--- src/rtl/fpu_share_arbiter.sv ---
// rtl/fpu_share_arbiter.sv - round-robin arbiter and sequencer sharing one FPU among NUM_REQ requesters
// Purpose: accepts one request at a time, holds the FPU inputs stable, waits out
//   FPU_LAT edges, captures fpu_out and returns it tagged with the requester index.
// Ports:
//   clk, rst               clock, synchronous active-high reset
//   req_valid/req_ready    per-requester handshake (at most one ready bit high)
//   req_op/req_a/req_b     packed per-requester opcode and operands
//   rsp_valid/rsp_ready    response handshake; rsp_id, rsp_data carry the result
//   fpu_operation/a/b      registered drive into the FPU; fpu_out is its result
//   busy                   registered, high whenever the sequencer is not idle
module fpu_share_arbiter #(
  parameter int NUM_REQ = 4,
  parameter int FPU_LAT = 1,
  parameter int IDW     = $clog2(NUM_REQ)
) (
  input  logic                  clk,
  input  logic                  rst,
  input  logic [NUM_REQ-1:0]    req_valid,
  output logic [NUM_REQ-1:0]    req_ready,
  input  logic [2*NUM_REQ-1:0]  req_op,
  input  logic [32*NUM_REQ-1:0] req_a,
  input  logic [32*NUM_REQ-1:0] req_b,
  output logic                  rsp_valid,
  input  logic                  rsp_ready,
  output logic [IDW-1:0]        rsp_id,
  output logic [31:0]           rsp_data,
  output logic [1:0]            fpu_operation,
  output logic [31:0]           fpu_a,
  output logic [31:0]           fpu_b,
  input  logic [31:0]           fpu_out,
  output logic                  busy
);

  localparam int CW = (FPU_LAT > 1) ? $clog2(FPU_LAT) : 1;

  typedef enum logic [1:0] {S_IDLE, S_ISSUE, S_WAIT, S_RESP} state_t;

  state_t         state;
  state_t         state_nxt;
  logic [IDW-1:0] last;
  logic [IDW-1:0] grant_idx;
  logic [IDW-1:0] scan;
  logic           grant_found;
  logic           handshake;
  logic [CW-1:0]  wait_cnt;

  // Rotating priority search starting one past the last granted requester.
  always_comb begin
    grant_found = 1'b0;
    grant_idx   = '0;
    scan        = last;
    for (int k = 0; k < NUM_REQ; k++) begin
      scan = (scan == IDW'(NUM_REQ - 1)) ? '0 : scan + IDW'(1);
      if (!grant_found && req_valid[scan]) begin
        grant_found = 1'b1;
        grant_idx   = scan;
      end
    end
  end

  // Ready is only offered while idle, so any valid+ready in IDLE is an accepted handshake.
  assign handshake = (state == S_IDLE) && grant_found;

  always_comb begin
    req_ready = '0;
    if (handshake) begin
      req_ready[grant_idx] = 1'b1;
    end
  end

  always_ff @(posedge clk) begin
    if (rst) begin
      state <= S_IDLE;
    end else begin
      state <= state_nxt;
    end
  end

  always_comb begin
    state_nxt = state;
    rsp_valid = 1'b0;
    case (state)
      S_IDLE:  if (handshake) state_nxt = S_ISSUE;
      S_ISSUE: state_nxt = S_WAIT;
      S_WAIT:  if (wait_cnt == '0) state_nxt = S_RESP;
      S_RESP: begin
        rsp_valid = 1'b1;
        if (rsp_ready) state_nxt = S_IDLE;
      end
      default: state_nxt = S_IDLE;
    endcase
  end

  always_ff @(posedge clk) begin
    if (rst) begin
      last          <= IDW'(NUM_REQ - 1);
      rsp_id        <= '0;
      rsp_data      <= '0;
      fpu_operation <= '0;
      fpu_a         <= '0;
      fpu_b         <= '0;
      wait_cnt      <= '0;
      busy          <= 1'b0;
    end else begin
      // Registered from the next state so busy tracks (state != IDLE) exactly.
      busy <= (state_nxt != S_IDLE);
      if (handshake) begin
        fpu_operation <= req_op[2*grant_idx +: 2];
        fpu_a         <= req_a[32*grant_idx +: 32];
        fpu_b         <= req_b[32*grant_idx +: 32];
        rsp_id        <= grant_idx;
        last          <= grant_idx;
      end
      if (state == S_ISSUE) begin
        wait_cnt <= CW'(FPU_LAT - 1);
      end else if ((state == S_WAIT) && (wait_cnt != '0)) begin
        wait_cnt <= wait_cnt - CW'(1);
      end
      if ((state == S_WAIT) && (wait_cnt == '0)) begin
        rsp_data <= fpu_out;
      end
    end
  end

endmodule

--- config.mk ---
export PLATFORM = sky130hd
export DESIGN_NAME = fpu_share_arbiter
export DESIGN_NICKNAME = d
export VERILOG_FILES = /design/src/rtl/fpu_share_arbiter.sv
export SDC_FILE = /design/constraint.sdc
export NUM_CORES = 1
export LEC_CHECK = 0
export BUFFER_PORTS_ARGS = -buffer_cell sky130_fd_sc_hd__buf_2
export CAP_MARGIN = 25
export CORE_AREA = 2 2 157 159
export CTS_CLUSTER_DIAMETER = 50
export CTS_CLUSTER_SIZE = 25
export DETAILED_ROUTE_END_ITERATION = 10
export DIE_AREA = 0 0 159 161
export PLACE_DENSITY = 0.62
export SYNTH_ARGS = -nofsm -noshare
export SYNTH_HDL_FRONTEND = slang
export SYNTH_SLANG_ARGS = --single-unit
--- constraint.sdc ---
create_clock -name clk -period 5.9 [get_ports clk]
set_input_delay 0.885 -clock clk [delete_from_list [all_inputs] [get_ports clk]]
set_output_delay 0.885 -clock clk [all_outputs]
set_load 0.01 [all_outputs]
==> summary.txt <==
Die
  • Die X: 159 um
  • I/O pins: 409
  • Row cnt: 57
  • Die Ht: 161 um
  • Die area: 25600 um^2
  • Core Region: 24000 um^2
  • Initial Util: 0.246

Setup path
  • Worst setup EP type: output port
  • CP Max Fanout: 7
  • CP required: 5020 ps
  • CP cell instances: ha_1 > nor2b_1 > a211o_1 > and2_2 > nor3_1 > buf_2
  • CP arrival: 2200 ps
  • Slowest-stage cell, CP: ha_1
  • Setup crit start kind: flip-flop
  • Count of buffer and inverter cells on the critical path: 1
  • Crit Path Class: reg2out
  • Kind of cell adding the most delay to the critical path: simple AND/OR/NAND/NOR gates
  • CP max stage delay: 420 ps

Outcome
  • Status: finished clean

Final layout
  • Post-route cell area: 8230 um^2
  • NumNets Final: 1242
  • Number of diodes: 0
  • Finished Core Util: 0.343
  • P&R area growth vs syn: 39.5%
  • Proportion of layout cells with a drive suffix above 1: 0.538

Logic synthesis
  • Synth Flop Type: dfxtp_1
  • Post-synth EDFFs: 0
  • Avg Cell Area, Syn: 10.5 um^2
  • Synth area leaders: dfxtp_1 (36%), mux2i_1 (22%), o221ai_2 (17%)
  • #FFs+latches synth: 106
  • Cells after Synth: 560
  • Synth area leader: dfxtp_1
  • Register area share after synthesis: 0.360
  • Syn Nets: 864
  • Post-synth top cells: nand2_1 (136), mux2i_1 (132), dfxtp_1 (106)
  • Top cell type's share of synthesized area: 0.360
  • Synthesized area: 5900 um^2
  • Synth unique cells: 35
  • Count leader, synth: nand2_1
  • FFs w/ async S/R, synth: 0
  • Number of synthesis warnings: 0

Routing
  • Initial drt markers: 190
  • Vias per cell: 4.44
  • Routed len/inst: 15.1 um
  • First drt pass iteration count: 4
  • Vias post-DR: 5620
  • DRC Markers: 0
  • Final WL: 19100 um
  • Final ANT Viol Nets: 0

Clock network
  • Cts repair resizes: 0
  • Cts bufs inserted: 9
  • # Post-CTS Setup Buffers: 0
  • CTS root buf: clkbuf_16
  • Clock Sinks: 106
  • Worst skew pair latency: 360 ps
  • CTS tree: yes
  • Hold_buf cts: 0
  • H-tree depth: 3
  • Clock transition at path regs: 90 ps
  • Max clock buf depth: 2

Placed design
  • Placed Area: 7920 um^2
  • PortBufs: 408
  • Dpl hpwl: 14900 um
  • Placer Congestion: 0.804

Power
  • Comb pwr share: 0.399
  • Worst vdd ir: 0.274 mV
  • Sequential share of power: 0.356
  • Sw frac: 0.375
  • Int Power: 0.00164 W
  • Clk pwr share: 0.245
  • P_sw: 0.000981 W
  • Pwr dens: 318 nW/um^2
  • Leak: 4.25 nW

STA
  • Clock skew: 11.8 ps
  • WHS: 454 ps
  • Hold Fails Final Rpt: 0
  • RSZ-0062 raised after global routing: false
  • Tcrit/Tclk final: 0.523
  • Fin. max-slew vios: 0
  • Worst Max-Slew Pin Slew: 867 ps
  • Final setup fails: 0
  • Max Clock Freq: 0.324 GHz
  • Worst slew margin: 0.422
  • Final critical-path required period: 3090 ps
  • Setup TNS: 0 ps

Flow run
  • Total of max-cap violations: 0

Global route
  • Number of global-route vias before repair: 5569
  • Largest net degree at the start of global routing: 85
  • Overall routing resource usage: 0.142
  • Global-route wire length before repair: 29100 um
  • Initial antenna violation count: 0
  • Total grt overflow: 0

Hold path
  • Worst min-delay path category: reg2reg
-- sequential cells by signal (all words and copies together) (netlist names) --
name	count
rsp_id	2
wait_cnt	1
rsp_data	32
busy	1
fpu_a	32
fpu_operation	2
last	2
state	2
fpu_b	32
-- cell usage in the layout, fill, tap and decap left out, types with 3 or more instances in the layout --
master / instances
a21oi_1: 37
buf_2: 408
buf_4: 5
clkbuf_16: 9
dfxtp_1: 106
mux2i_1: 132
nand2_1: 135
nor2_1: 6
nor3_1: 3
o221ai_2: 66
-- worst reg2reg max path, cell delays in order (launching register included) --
cell and delay [ps]:
dfxtp_1 360, ha_1 420, nor2b_1 80, a211o_1 350, nand2_8 570, buf_12 390
mux2i_1 400, o221ai_2 140
-- cell families after synthesis --
family | after synthesis | share of synthesized area
simple gates | 158 | 0.109
compound gates | 114 | 0.215
buf+inv | 49 | 0.0895
mux | 132 | 0.224
flops | 106 | 0.360
fa+ha+maj | 1 | 0.00212
-- stage by stage --
step | cells | power [W] | setup slack (ps)
after CTS | 1267 | 0.00266 | 2770
after global placement | 1251 | 0.00200 | 2610
after floorplan | 560 | 0.00174 | 3200
final | 1267 | 0.00262 | 2810
after detailed placement | 1251 | 0.00201 | 2560
after global routing | 1267 | 0.00278 | 2690
-- cell type report --
cell class | instances | area, um^2
Fill cell | 2489 | 15700
Multi-Input combinational cell | 405 | 3280
Sequential cell | 106 | 2120
Timing Repair Buffer | 414 | 2100
Tap cell | 324 | 405
Clock buffer | 9 | 225
Clock inverter | 7 | 88.8
Inverter | 2 | 7.51
-- routing by layer --
layer	wire [um]	global-route usage	vias up
li1	-	-	2811
met1	7860	0.165	2514
met2	9230	0.246	265
met3	1610	0.0462	30
met4	399	0.0500	0
met5	0	0	-
-- power by group through the flow --
stage	sequential, W	clock, W	combinational, W
6_report	0.000931	0.000641	0.00104
2_1_floorplan	0.00101	0	0.000735
5_1_grt	0.000950	0.000693	0.00113
3_5_place_dp	0.000946	0	0.00106
3_3_place_gp	0.000947	0	0.00105
4_1_cts	0.000932	0.000669	0.00106
-- path summary, 6_finish.rpt --
check                           slack (ps)      endpoint  cells after the start         from
worst max-delay path                  2810  req_ready[0]                      6      last[0]
worst min-delay path                   450   rsp_data[4]                      2  rsp_data[4]
worst max register to register        3070      fpu_b[3]                      7      last[0]
worst min register to register         450   rsp_data[4]                      2  rsp_data[4]
Power figures use the tool's default switching activity.
